$ cat src/rtl/j_pulse_gen_if.sv
// j_pulse_gen_if -- control/status bundle for the multi-channel pulse generator.
//   ce       count enable tick (shared by all channels)
//   load     per-channel load strobe
//   pre/div  shared reload buses, sampled on load
//   oneshot  mode bit for the loaded channel(s), sampled on load
//   stop     per-channel freeze
//   casc     per-channel cascade select, sampled on load (J_PULSE_CASCADE_EN only)
//   pulse    one-cycle pulse per channel period
//   busy     channel is in RUN
//   cnt      divider count per channel, channel n at [n*DW +: DW]
// Modports: master drives the controls; slave is the pulse generator.
interface j_pulse_gen_if #(
  parameter int unsigned CH = 2,
  parameter int unsigned PW = 8,
  parameter int unsigned DW = 16
) ();
  logic             ce;
  logic [CH-1:0]    load;
  logic [PW-1:0]    pre;
  logic [DW-1:0]    div;
  logic             oneshot;
  logic [CH-1:0]    stop;
`ifdef J_PULSE_CASCADE_EN
  logic [CH-1:0]    casc;
`endif
  logic [CH-1:0]    pulse;
  logic [CH-1:0]    busy;
  logic [CH*DW-1:0] cnt;

`ifdef J_PULSE_CASCADE_EN
  modport master (output ce, load, pre, div, oneshot, stop, casc,
                  input  pulse, busy, cnt);
  modport slave  (input  ce, load, pre, div, oneshot, stop, casc,
                  output pulse, busy, cnt);
`else
  modport master (output ce, load, pre, div, oneshot, stop,
                  input  pulse, busy, cnt);
  modport slave  (input  ce, load, pre, div, oneshot, stop,
                  output pulse, busy, cnt);
`endif
endinterface

$ cat src/rtl/j_pulse_gen.sv
// j_pulse_gen -- parametrised multi-channel prescaler/divider pulse generator.
// Each channel: prescaler down-counter feeding a divider down-counter; one
// sys_clk pulse per (pre+1)*(div+1) ticks, periodic or one-shot.
// Ports:
//   sys_clk  system clock (rising edge)
//   reset    synchronous, active-high
//   bus      j_pulse_gen_if.slave: ce, load, pre, div, oneshot, stop
//            (+ casc) in; pulse, busy, cnt out
// Optional: define J_PULSE_CASCADE_EN to let channel n>0 tick on the
// previous cycle's pulse of channel n-1 instead of ce (casc sampled on load).
module j_pulse_gen #(
  parameter int unsigned CH = 2,
  parameter int unsigned PW = 8,
  parameter int unsigned DW = 16
) (
  input  logic         sys_clk,
  input  logic         reset,
  j_pulse_gen_if.slave bus
);

  typedef enum logic {IDLE = 1'b0, RUN = 1'b1} state_t;

  state_t        r_state    [CH];
  state_t        w_state_nx [CH];
  logic [PW-1:0] r_pre      [CH];
  logic [PW-1:0] r_pcnt     [CH];
  logic [PW-1:0] w_pcnt_nx  [CH];
  logic [DW-1:0] r_div      [CH];
  logic [DW-1:0] r_dcnt     [CH];
  logic [DW-1:0] w_dcnt_nx  [CH];
  logic [CH-1:0] r_mode;
  logic [CH-1:0] r_pulse;
  logic [CH-1:0] w_pulse_nx;
  logic [CH-1:0] w_tick;
`ifdef J_PULSE_CASCADE_EN
  logic [CH-1:0] r_casc;
`endif

  // Advance qualifier per channel
  always_comb begin
    w_tick = {CH{bus.ce}};
`ifdef J_PULSE_CASCADE_EN
    // r_pulse is last cycle's pulse; channel 0 has no predecessor
    for (int unsigned n = 1; n < CH; n++) begin
      if (r_casc[n]) w_tick[n] = r_pulse[n-1];
    end
`endif
  end

  // Next-state / counter logic
  always_comb begin
    for (int unsigned n = 0; n < CH; n++) begin
      w_state_nx[n] = r_state[n];
      w_pcnt_nx[n]  = r_pcnt[n];
      w_dcnt_nx[n]  = r_dcnt[n];
      w_pulse_nx[n] = 1'b0;
      if (bus.load[n]) begin
        // load wins over stop and over a coincident terminal count
        w_state_nx[n] = RUN;
        w_pcnt_nx[n]  = bus.pre;
        w_dcnt_nx[n]  = bus.div;
      end else if (r_state[n] == RUN && w_tick[n] && !bus.stop[n]) begin
        if (r_pcnt[n] != '0) begin
          w_pcnt_nx[n] = r_pcnt[n] - PW'(1);
        end else begin
          w_pcnt_nx[n] = r_pre[n];
          if (r_dcnt[n] != '0) begin
            w_dcnt_nx[n] = r_dcnt[n] - DW'(1);
          end else begin
            w_pulse_nx[n] = 1'b1;
            w_dcnt_nx[n]  = r_div[n];
            if (r_mode[n]) w_state_nx[n] = IDLE;
          end
        end
      end
    end
  end

  always_ff @(posedge sys_clk) begin
    if (reset) begin
      for (int unsigned n = 0; n < CH; n++) begin
        r_state[n] <= IDLE;
        r_pre[n]   <= '0;
        r_div[n]   <= '0;
        r_pcnt[n]  <= '0;
        r_dcnt[n]  <= '0;
      end
      r_mode  <= '0;
      r_pulse <= '0;
`ifdef J_PULSE_CASCADE_EN
      r_casc  <= '0;
`endif
    end else begin
      for (int unsigned n = 0; n < CH; n++) begin
        r_state[n] <= w_state_nx[n];
        r_pcnt[n]  <= w_pcnt_nx[n];
        r_dcnt[n]  <= w_dcnt_nx[n];
        if (bus.load[n]) begin
          r_pre[n]  <= bus.pre;
          r_div[n]  <= bus.div;
          r_mode[n] <= bus.oneshot;
`ifdef J_PULSE_CASCADE_EN
          r_casc[n] <= bus.casc[n];
`endif
        end
      end
      r_pulse <= w_pulse_nx;
    end
  end

  assign bus.pulse = r_pulse;

  always_comb begin
    bus.busy = '0;
    bus.cnt  = '0;
    for (int unsigned n = 0; n < CH; n++) begin
      bus.busy[n]          = (r_state[n] == RUN);
      bus.cnt[n*DW +: DW]  = r_dcnt[n];
    end
  end

endmodule

$ cat src/flat_wrapper.sv
// flat-port wrapper written by rule: the top's interface ports become plain ports
module j_pulse_gen_flat 
#(
  parameter int unsigned CH = 2,
  parameter int unsigned PW = 8,
  parameter int unsigned DW = 16
)
  (sys_clk, reset, bus_ce, bus_load, bus_pre, bus_div, bus_oneshot, bus_stop, bus_pulse, bus_busy, bus_cnt);
  j_pulse_gen_if #(.CH(CH), .PW(PW), .DW(DW)) bus_i ();
  input  logic sys_clk;
  input  logic reset;
  input wire logic [$bits(bus_i.ce)-1:0] bus_ce;
  input wire logic [$bits(bus_i.load)-1:0] bus_load;
  input wire logic [$bits(bus_i.pre)-1:0] bus_pre;
  input wire logic [$bits(bus_i.div)-1:0] bus_div;
  input wire logic [$bits(bus_i.oneshot)-1:0] bus_oneshot;
  input wire logic [$bits(bus_i.stop)-1:0] bus_stop;
  output wire logic [$bits(bus_i.pulse)-1:0] bus_pulse;
  output wire logic [$bits(bus_i.busy)-1:0] bus_busy;
  output wire logic [$bits(bus_i.cnt)-1:0] bus_cnt;
  assign bus_i.ce = bus_ce;
  assign bus_i.load = bus_load;
  assign bus_i.pre = bus_pre;
  assign bus_i.div = bus_div;
  assign bus_i.oneshot = bus_oneshot;
  assign bus_i.stop = bus_stop;
  assign bus_pulse = bus_i.pulse;
  assign bus_busy = bus_i.busy;
  assign bus_cnt = bus_i.cnt;
  j_pulse_gen #(.CH(CH), .PW(PW), .DW(DW)) u_core (.sys_clk(sys_clk), .reset(reset), .bus(bus_i));
endmodule
$ cat config.mk
export PLATFORM = sky130hd
export DESIGN_NAME = j_pulse_gen_flat
export DESIGN_NICKNAME = d
export VERILOG_FILES = /design/src/rtl/j_pulse_gen_if.sv /design/src/rtl/j_pulse_gen.sv /design/src/flat_wrapper.sv
export SDC_FILE = /design/constraint.sdc
export NUM_CORES = 1
export LEC_CHECK = 0
export ABC_AREA = 1
export CAP_MARGIN = 20
export CORE_ASPECT_RATIO = 1.2
export CORE_MARGIN = 4
export CORE_UTILIZATION = 61
export DETAILED_ROUTE_END_ITERATION = 6
export PLACE_DENSITY = 0.86
export SLEW_MARGIN = 20
export SYNTH_ARGS = -nofsm -noshare
export SYNTH_HDL_FRONTEND = slang
export SYNTH_SLANG_ARGS = --single-unit
$ cat constraint.sdc
create_clock -name sys_clk -period 3.55 [get_ports sys_clk]
set_input_delay 0.71 -clock sys_clk [delete_from_list [all_inputs] [get_ports sys_clk]]
set_output_delay 0.71 -clock sys_clk [all_outputs]
set_load 0.01 [all_outputs]
==> run metrics, run 1 <==
status=completed; post-layout min period=2.42 ns; Power Dens Cells=491 nW/um^2; CORE AREA=9520 sq um; critical path data arrival time=2.26 ns; drc violations=0; Fmax achieved=0.414 GHz; CP Buf/Inv Count=2; cell family with most CP delay=buffers and inverters; Root Driver=clkbuf_16; RSZ-0062 raised after global routing=no; Worst path slowest cell=nand2_1; ranking of synthesized cells by area=edfxtp_1 24%, dfxtp_1 18%, nand2_1 13%; Die Y=116 microns; worst-margin pin slew=1.01 ns; final number of hold-violating endpoints=0; final wirelength=15.2 mm; drt wl/cell=14.9 microns; number of gates resized after cts=0; Yosys warnings=0; met2 usage=0.517; total negative setup slack=0 ns; worst ir drop on vdd=0.259 mV; Placed Cells=1,005; GRT met3 Usage=0.0329; die width=98.1 microns; Synth Instances=834; initial antenna violation count=0; total power=3420 uW; area delta synth->final=17.4%; layout cells sized above 1=0.0857; Worst-path clk slew=0.08 ns; largest net degree at the start of global routing=34; net count after synthesis=874; fin cells=1,021; worst-path fanout max=24; top_reg_cell synth=dfxtp_1; Sink Count=102; cts-stage hold buffer count=0; port buffer count=67; Setup crit end kind=flop; antenna cells=0; Startpoint Class=input pin; total number of vias=5,671; Netlist Area Pre-Place=5940 sq um; CTS Buffer Depth=2; most frequent cells in the layout=212 x nand2_1, 143 x nor2_1, 90 x inv_1, 67 x nand3_1, 67 x clkdlybuf4s50_1; grt total ovfl=0; busiest grt layer=met2; number of synthesized register bits=102; critical path type=in2reg; post-synth cell types=39; critical-path cell list=clkdlybuf4s50_1 -> inv_1 -> nand2_1; GP Congestion=0.930; Final ANT Viol Nets=0; Leak=0.00311 uW; Initial DRC Count=389; Max Slew Vio Count=0; Tot GR Track Use=0.272; cell taking the most area after synthesis=edfxtp_1; met1 Use GR=0.312; clk_skew=0.0122 ns; Tcrit/Tclk final=0.681; Req. time, crit path=3.40 ns; clock latency on the worst-skew pair=0.34 ns; first-pass GRT wire length=25.0 mm; number of synthesized flops with an enable pin=48; Rows=39; Vias/cell=5.55; Synth Area per Inst=7.12 sq um; CTS buffer count=9; Die ar.=11,400 sq um; Ports=68; register area share after synthesis=0.425; DRT Pass-1 Iters=5; commonest non-fill, non-tap cell in the layout=nand2_1; share of the synthesized area in the top cell type=0.243; MaxCap Viol Count=0; slew margin rel.=0.324; Setup violations, final=0; # nets final=933; slowest stage delay, CP=0.73 ns; detailed-placement wirelength estimate=11.4 mm; vias in the first global route=5,458; # Post-CTS Setup Buffers=0; CTS tree=built; htree depth=3; Hold Path Class=reg2reg; ys async rst share=0; Starting Density=0.624
[cells by family after synthesis]
logic type | count (synthesis) | share of synthesized area
buffers and inverters | 133 | 0.0910
xor gates and xnor gates | 12 | 0.0177
DFF | 102 | 0.425
adders and majority gates | 8 | 0.0169
AOI/OAI and AO/OA | 119 | 0.113
and+or+nand+nor | 460 | 0.336
[final timing paths]
| check | startpoint | end | slack [ns] | cells after the start |
|---|---|---|---|---|
| worst min-delay path | u_core.r_mode[1] | u_core.r_state[0][1] | 0.47 | 1 |
| worst max register to register | u_core.r_dcnt[0][16] | u_core.r_dcnt[0][27] | 1.57 | 10 |
| worst min register to register | u_core.r_mode[1] | u_core.r_state[0][1] | 0.47 | 1 |
| worst max-delay path | reset | u_core.r_div[0][15] | 1.13 | 3 |
[synthesized netlist by cell type, types with 4 or more instances]
library cell,count
xor2_1,8
a31oi_1,8
inv_1,90
a21oi_1,47
o21bai_1,7
inv_2,14
dfxtp_1,54
o21ai_1,4
ha_1,8
a21oi_2,8
clkbuf_1,13
nor3_1,4
nor2_4,5
edfxtp_1,48
o21ai_0,37
buf_2,7
o211ai_1,5
nor2_1,143
xnor2_1,4
nor2_2,12
nand2_1,212
nand3_1,67
[routing by layer]
metal,wire (microns),vias to the layer above
met5,0,-
met4,334,0
met3,784,31
met2,8300,191
met1,5830,2651
li1,-,2798
[power breakdown]
| part | switching, uW | internal, uW | total [uW] | leakage (uW) |
|---|---|---|---|---|
| registers | 95.3 | 1350 | 1440 | 0.000958 |
| clock network | 441 | 503 | 945 | 0.000142 |
| logic | 650 | 388 | 1040 | 0.00201 |
| total | 1190 | 2240 | 3420 | 0.00311 |
[stage by stage]
stage	util	instance area (sq um)	hold slack, ns	worst slack [ns]
floorplan	-	5940	0.420	1.37
global placement	0.703	6690	0.429	0.888
detailed placement	0.703	6690	0.450	0.773
CTS	0.733	6970	0.453	1.13
global route	0.733	6970	0.480	0.957
finish	0.733	6970	0.466	1.13
[state kept, by name, summed over array words and instances (netlist names)]
name / count
u_core.r_mode: 2
u_core.r_pre: 16
u_core.r_pcnt: 16
u_core.r_div: 32
u_core.r_dcnt: 32
u_core.bus.pulse: 2
u_core.r_state: 2
[area by class of cell]
type / instances / area, sq um
Multi-Input combinational cell: 599 / 2880
Fill cell: 790 / 2540
Sequential cell: 102 / 2520
Timing Repair Buffer: 76 / 738
Inverter: 105 / 399
Clock buffer: 11 / 243
Tap cell: 123 / 154
Clock inverter: 5 / 40.0
Power figures use the tool's default switching activity.
==> inputs of run 2 (changes only) <==
--- a/config.mk
+++ b/config.mk
@@ -9,9 +9,9 @@
 export CAP_MARGIN = 20
 export CORE_ASPECT_RATIO = 1.2
 export CORE_MARGIN = 4
-export CORE_UTILIZATION = 61
+export CORE_UTILIZATION = 57
 export DETAILED_ROUTE_END_ITERATION = 6
-export PLACE_DENSITY = 0.86
+export PLACE_DENSITY = 0.81
 export SLEW_MARGIN = 20
 export SYNTH_ARGS = -nofsm -noshare
 export SYNTH_HDL_FRONTEND = slang
==> constraint.sdc (replaced) <==
create_clock -name sys_clk -period 2.5 [get_ports sys_clk]
set_input_delay 0.5 -clock sys_clk [delete_from_list [all_inputs] [get_ports sys_clk]]
set_output_delay 0.5 -clock sys_clk [all_outputs]
set_load 0.01 [all_outputs]
==> run 2 against run 1 <==
Net effect: clock power is 38% higher; setup slack worse by 0.64 ns; final cell count is 0.59% higher; sequential power is 42% higher; routed wire length is 2.6% higher; critical path depth is 7 higher; power is 41% higher; via count is 1.6% lower; die area is 6.5% higher.
==> run metrics, run 2 (synthesized netlist as in run 1, its figures left out) <==
status=completed; clk_skew=0.00963 ns (-0.00259 ns); hold endpoint=u_core.r_state[0][1]; Register-to-Register Path Depth=10 (unchanged); post-layout min period=2.00 ns; Starting Density=0.587 (-0.0367); # Post-CTS Setup Buffers=0 (unchanged); clock latency on the worst-skew pair=0.35 ns (about the same); worst ir drop on vdd=0.402 mV (+55%); Cell Int Power=3150 uW (+41%); slew margin rel.=0.588 (+0.264); critical path type=reg2reg; worst-margin pin slew=0.616 ns (-0.395 ns); biggest regs=u_core.r_dcnt x32, u_core.r_div x32; RSZ-0062 raised after global routing=no; layout cells sized above 1=0.0888 (+0.00304); drt wl/cell=15.2 microns (+2.0%); Die Y=120 microns (+3.2%); CTS buffer count=9 (unchanged); combinational share of power=0.306 (+0.003); Tcrit/Tclk final=0.802; total number of vias=5,582 (-1.6%); number of gates resized after cts=0 (unchanged); Req. time, crit path=2.77 ns (-0.63 ns); final wirelength=15.6 mm (+2.6%); Fmax achieved=0.499 GHz; final number of hold-violating endpoints=0 (unchanged); Sink Count=102 (unchanged); first-pass GRT wire length=25.4 mm (+1.5%); largest net degree at the start of global routing=33 (-2.9%); total negative setup slack=0 ns (unchanged); min-delay src=u_core.r_mode[1]; initial antenna violation count=0 (unchanged); CTS Buffer Depth=2 (unchanged); DRT Pass-1 Iters=5 (unchanged); power share of the clock group=0.270 (-0.006); CTS tree=built; die width=101 microns (+3.2%); # fillers=859 (+8.7%); Max Slew Vio Count=0 (unchanged); Setup crit end kind=flop; Setup violations, final=0 (unchanged); Tot GR Track Use=0.262 (-0.0102); vias in the first global route=5,416 (-0.77%); Final ANT Viol Nets=0 (unchanged); Vias/cell=5.44 (-2.1%); Hold Path Class=reg2reg; area delta synth->final=17.6%; # nets final=936 (+0.32%); met3 WL=728 microns (-7.1%); port buffer count=67 (unchanged); Leak=0.00312 uW (+0.14%); register share of total power=0.424 (+0.003); Worst-path clk slew=0.07 ns (about the same); DRT met1 WL=6.24 mm (+7.1%); critical path data arrival time=2.28 ns (+0.02 ns); P_sw=1680 uW (+41%); reg-to-reg critical path startpoint=u_core.r_dcnt[0][16]; Power Dens Cells=691 nW/um^2 (+41%); CORE AREA=10,100 sq um (+6.2%); Rows=40 (+2.6%); highest routed layer=met4; commonest non-fill, non-tap cell in the layout=nand2_1; Root Driver=clkbuf_16; cts-stage hold buffer count=0 (unchanged); GP Congestion=0.861 (-7.5%); Reg2Reg Capture Point=u_core.r_dcnt[0][31]; Met2 Wirelength=8.16 mm (-1.7%); utilization after layout=0.691 (-0.0417); Startpoint Class=flop; worst-path fanout max=12 (-50%); MaxCap Viol Count=0 (unchanged); Ports=68 (unchanged); grt total ovfl=0 (unchanged); reg2reg setup slack=0.50 ns (-1.07 ns); antenna cells=0 (unchanged); Die ar.=12,100 sq um (+6.5%); Switching Fraction=0.348 (+0.00115); drc violations=0 (unchanged); htree depth=3 (unchanged); Initial DRC Count=386 (-0.77%); WHS Path Cells=1 (unchanged); most frequent cells in the layout=212 x nand2_1, 143 x nor2_1, 90 x inv_1, 67 x nand3_1, 67 x clkdlybuf4s50_1; detailed-placement wirelength estimate=11.6 mm (+1.3%)
-- run 2: cell count changes in the layout (fill, tap and decap cells not counted) --
cell        before  now
inv_6            2    1
clkinv_4         1    2
buf_4            9   12
clkbuf_2         0    1
inv_8            1    0
clkinvlp_4       0    1
clkbuf_8         1    0
-- run 2: worst max-delay path, stage by stage, from the launching register on --
cell and delay, ns:
dfxtp_1 0.33, inv_1 0.19, ha_1 0.22, nand3_1 0.08
nor2_1 0.09, nand3_1 0.44, nor2_1 0.27, nor2_1 0.06
nand2_1 0.07, nand2_1 0.06, a21oi_1 0.11
-- run 2: power groups by stage --
stage	Combinational [uW]	Sequential, uW	Clock, uW
floorplan	1040	2070	0
global placement	1430	2080	0
detailed placement	1460	2080	0
CTS	1470	2050	1310
global route	1670	2060	1380
finish	1480	2050	1300
-- run 2: through the flow --
step | hold slack [ns] | total power [uW] | setup slack, ns | instances | instance area [sq um]
final | 0.468 | 4830 | 0.496 | 1027 | 6990
after global routing | 0.493 | 5120 | 0.235 | 1027 | 6990
after CTS | 0.469 | 4830 | 0.523 | 1027 | 6990
after detailed placement | 0.449 | 3540 | 0.329 | 1011 | 6720
after global placement | 0.436 | 3510 | 0.375 | 1011 | 6720
after floorplan | 0.420 | 3100 | 0.526 | 834 | 5940
-- run 2: worst max-delay path by stage --
stage / start / to / slack, ns
floorplan: bus_load[0] / u_core.r_div[0][0] / 0.53
global placement: bus_ce / u_core.r_dcnt[0][2] / 0.38
detailed placement: bus_ce / u_core.r_dcnt[0][15] / 0.33
CTS: u_core.r_dcnt[0][16] / u_core.r_dcnt[0][29] / 0.52
global route: u_core.r_dcnt[0][16] / u_core.r_dcnt[0][31] / 0.24
finish: u_core.r_dcnt[0][16] / u_core.r_dcnt[0][31] / 0.50
-- run 2: routing by layer --
layer | vias up | GRT usage
met5 | - | 0
met4 | 0 | 0.120
met3 | 36 | 0.0366
met2 | 151 | 0.459
met1 | 2600 | 0.313
li1 | 2795 | -
-- run 2: final cells by class --
type	instances	area (sq um)	area share
well taps	126	158	0.0226
clock inverters	5	36.3	0.00519
repair buffers	79	761	0.109
multi-input cells	599	2880	0.412
flip-flops and latches	102	2520	0.361
inverters	105	399	0.0571
clock buffers	11	234	0.0335
==> inputs of run 3 (changes only) <==
--- a/config.mk
+++ b/config.mk
@@ -9,9 +9,9 @@
 export CAP_MARGIN = 20
 export CORE_ASPECT_RATIO = 1.2
 export CORE_MARGIN = 4
-export CORE_UTILIZATION = 57
+export CORE_UTILIZATION = 51
 export DETAILED_ROUTE_END_ITERATION = 6
-export PLACE_DENSITY = 0.81
+export PLACE_DENSITY = 0.76
 export SLEW_MARGIN = 20
 export SYNTH_ARGS = -nofsm -noshare
 export SYNTH_HDL_FRONTEND = slang
==> constraint.sdc (replaced) <==
create_clock -name sys_clk -period 1.8 [get_ports sys_clk]
set_input_delay 0.36 -clock sys_clk [delete_from_list [all_inputs] [get_ports sys_clk]]
set_output_delay 0.36 -clock sys_clk [all_outputs]
set_load 0.01 [all_outputs]
==> run 3 against run 2 <==
Net effect: sequential share of layout area decreased by 2.5 points; combinational power increased by 53%; sequential power increased by 37%; core utilization decreased by 1.8 points; register-to-register slack got worse by 0.39 ns; final cell count increased by 8.2%.
==> run metrics, run 3 (synthesized netlist as in run 1, its figures left out) <==
CP Buf/Inv Count=1 (unchanged); CTS Buffer Depth=2 (unchanged); MaxCap Viol Count=0 (unchanged); Placed Area=7150 sq um (+6.4%); detailed-placement wirelength estimate=11.8 mm (+2.5%); Leak=0.00344 uW (+10%); initial antenna violation count=0 (unchanged); worst ir drop on vdd=0.511 mV (+27%); Worst-path clk slew=0.07 ns (about the same); Fmax achieved=0.566 GHz; Initial DRC Count=288 (-25%); Cell Int Power=4730 uW (+50%); Setup violations, final=0 (unchanged); clock latency on the worst-skew pair=0.35 ns (about the same); critical-path cell list=clkdlybuf4s50_1; Max Slew Vio Count=0 (unchanged); multi-input logic area=2890 sq um (+0.52%); clk_skew=0.00748 ns (-0.00215 ns); Rows=42 (+5.0%); largest net degree at the start of global routing=29 (-12%); first-pass GRT wire length=25.2 mm (-0.63%); Sink Count=102 (unchanged); P_sw=2410 uW (+44%); Switching Fraction=0.338 (-0.0101); die width=107 microns (+5.3%); Starting Density=0.531 (-0.0569); Tcrit/Tclk final=0.982; area delta synth->final=26.9%; Req. time, crit path=1.44 ns (-1.33 ns); critical path data arrival time=1.41 ns (-0.87 ns); Final WS setup=0.0320 ns (-0.464 ns); commonest non-fill, non-tap cell in the layout=nand2_1; # fillers=998 (+16%); most frequent cells in the layout=210 x nand2_1, 143 x nor2_1, 88 x inv_1, 67 x nand3_1; Placed Cells=1,088 (+7.6%); CTS tree=built; Tot GR Track Use=0.232 (-0.0300); drt wl/cell=13.9 microns (-8.9%); slowest stage delay, CP=0.59 ns (+0.15 ns); Hold WS=0.462 ns (-0.00582 ns); DRT Pass-1 Iters=5 (unchanged); total number of vias=5,662 (+1.4%); Vias/cell=5.10 (-6.2%); critical path type=reg2out; CORE AREA=11,200 sq um (+11%); Die ar.=13,400 sq um (+11%); vias in the first global route=5,340 (-1.4%); layout cells sized above 1=0.155 (+0.0659); total negative setup slack=0 ns (unchanged); worst-path fanout max=7 (-5); worst-margin pin slew=0.356 ns (-0.260 ns); cell family with most CP delay=buffers and inverters; Root Driver=clkbuf_16; Startpoint Class=flop; antenna cells=0 (unchanged); register share of total power=0.393 (-0.031); htree depth=3 (unchanged); Hold Path Class=reg2reg; post-route design area=7540 sq um (+7.9%); post-place setup slack=-0.0985 ns (-0.428 ns); # nets final=992 (+6.0%); grt total ovfl=0 (unchanged); CTS buffer count=9 (unchanged); cts-stage hold buffer count=0 (unchanged); biggest regs=u_core.r_dcnt x32, u_core.r_div x32; drc violations=0 (unchanged); final number of hold-violating endpoints=0 (unchanged); final wirelength=15.4 mm (-1.5%); combinational share of power=0.318 (+0.012); Die Y=126 microns (+5.3%); Ports=68 (unchanged); Reg area=2530 sq um (+0.30%); status=completed; Final ANT Viol Nets=0 (unchanged); GP Congestion=0.916 (+6.4%); Worst path slowest cell=clkdlybuf4s50_1; port buffer count=67 (unchanged); power share of the clock group=0.289 (+0.019); fin cells=1,111 (+8.2%); post-layout min period=1.77 ns; slew margin rel.=0.760 (+0.172); Setup crit end kind=output pin; Power Dens Cells=947 nW/um^2 (+37%)
run 3: final cells by class:
type,count,share of cell area
Multi-Input combinational cell,599,0.384
Sequential cell,102,0.336
Timing Repair Buffer,135,0.160
Inverter,105,0.0533
Clock buffer,10,0.0317
Tap cell,154,0.0256
Clock inverter,6,0.00979
run 3: repair_timing:
| action | CTS | global route |
|---|---|---|
| cloned | 0 | 0 |
| pin swaps | 0 | 3 |
| buffers inserted | 0 | 7 |
| endpoints found under the setup margin | 1 | 13 |
| resized for setup | 1 | 12 |
run 3: path summary, 6_finish.rpt:
check / end / cells past startpoint / from / slack (ns)
max reg2reg: u_core.r_dcnt[0][17] / 9 / u_core.r_pcnt[0][9] / 0.11
min: u_core.r_state[0][1] / 1 / u_core.r_mode[1] / 0.46
min reg2reg: u_core.r_state[0][1] / 1 / u_core.r_mode[1] / 0.46
max: bus_cnt[23] / 1 / u_core.r_dcnt[0][23] / 0.03
run 3: per-layer routing:
layer / part of all wire / vias up / GRT usage
met4: 0.024 / 0 / 0.0730
met1: 0.40 / 2585 / 0.283
met2: 0.53 / 141 / 0.421
li1: - / 2907 / -
met5: 0 / - / 0
met3: 0.046 / 29 / 0.0328
run 3: per-stage QoR:
| stage | util | total power [uW] |
|---|---|---|
| final | 0.673 | 7140 |
| after global routing | 0.673 | 7580 |
| after CTS | 0.667 | 7130 |
| after detailed placement | 0.638 | 5070 |
| after global placement | 0.638 | 5040 |
| after floorplan | - | 4310 |
run 3: power groups by stage:
stage	sequential (uW)	clock, uW	combinational (uW)
floorplan	2870	0	1440
global placement	2850	0	2190
detailed placement	2850	0	2220
CTS	2800	2090	2230
global route	2830	2180	2560
finish	2810	2060	2270
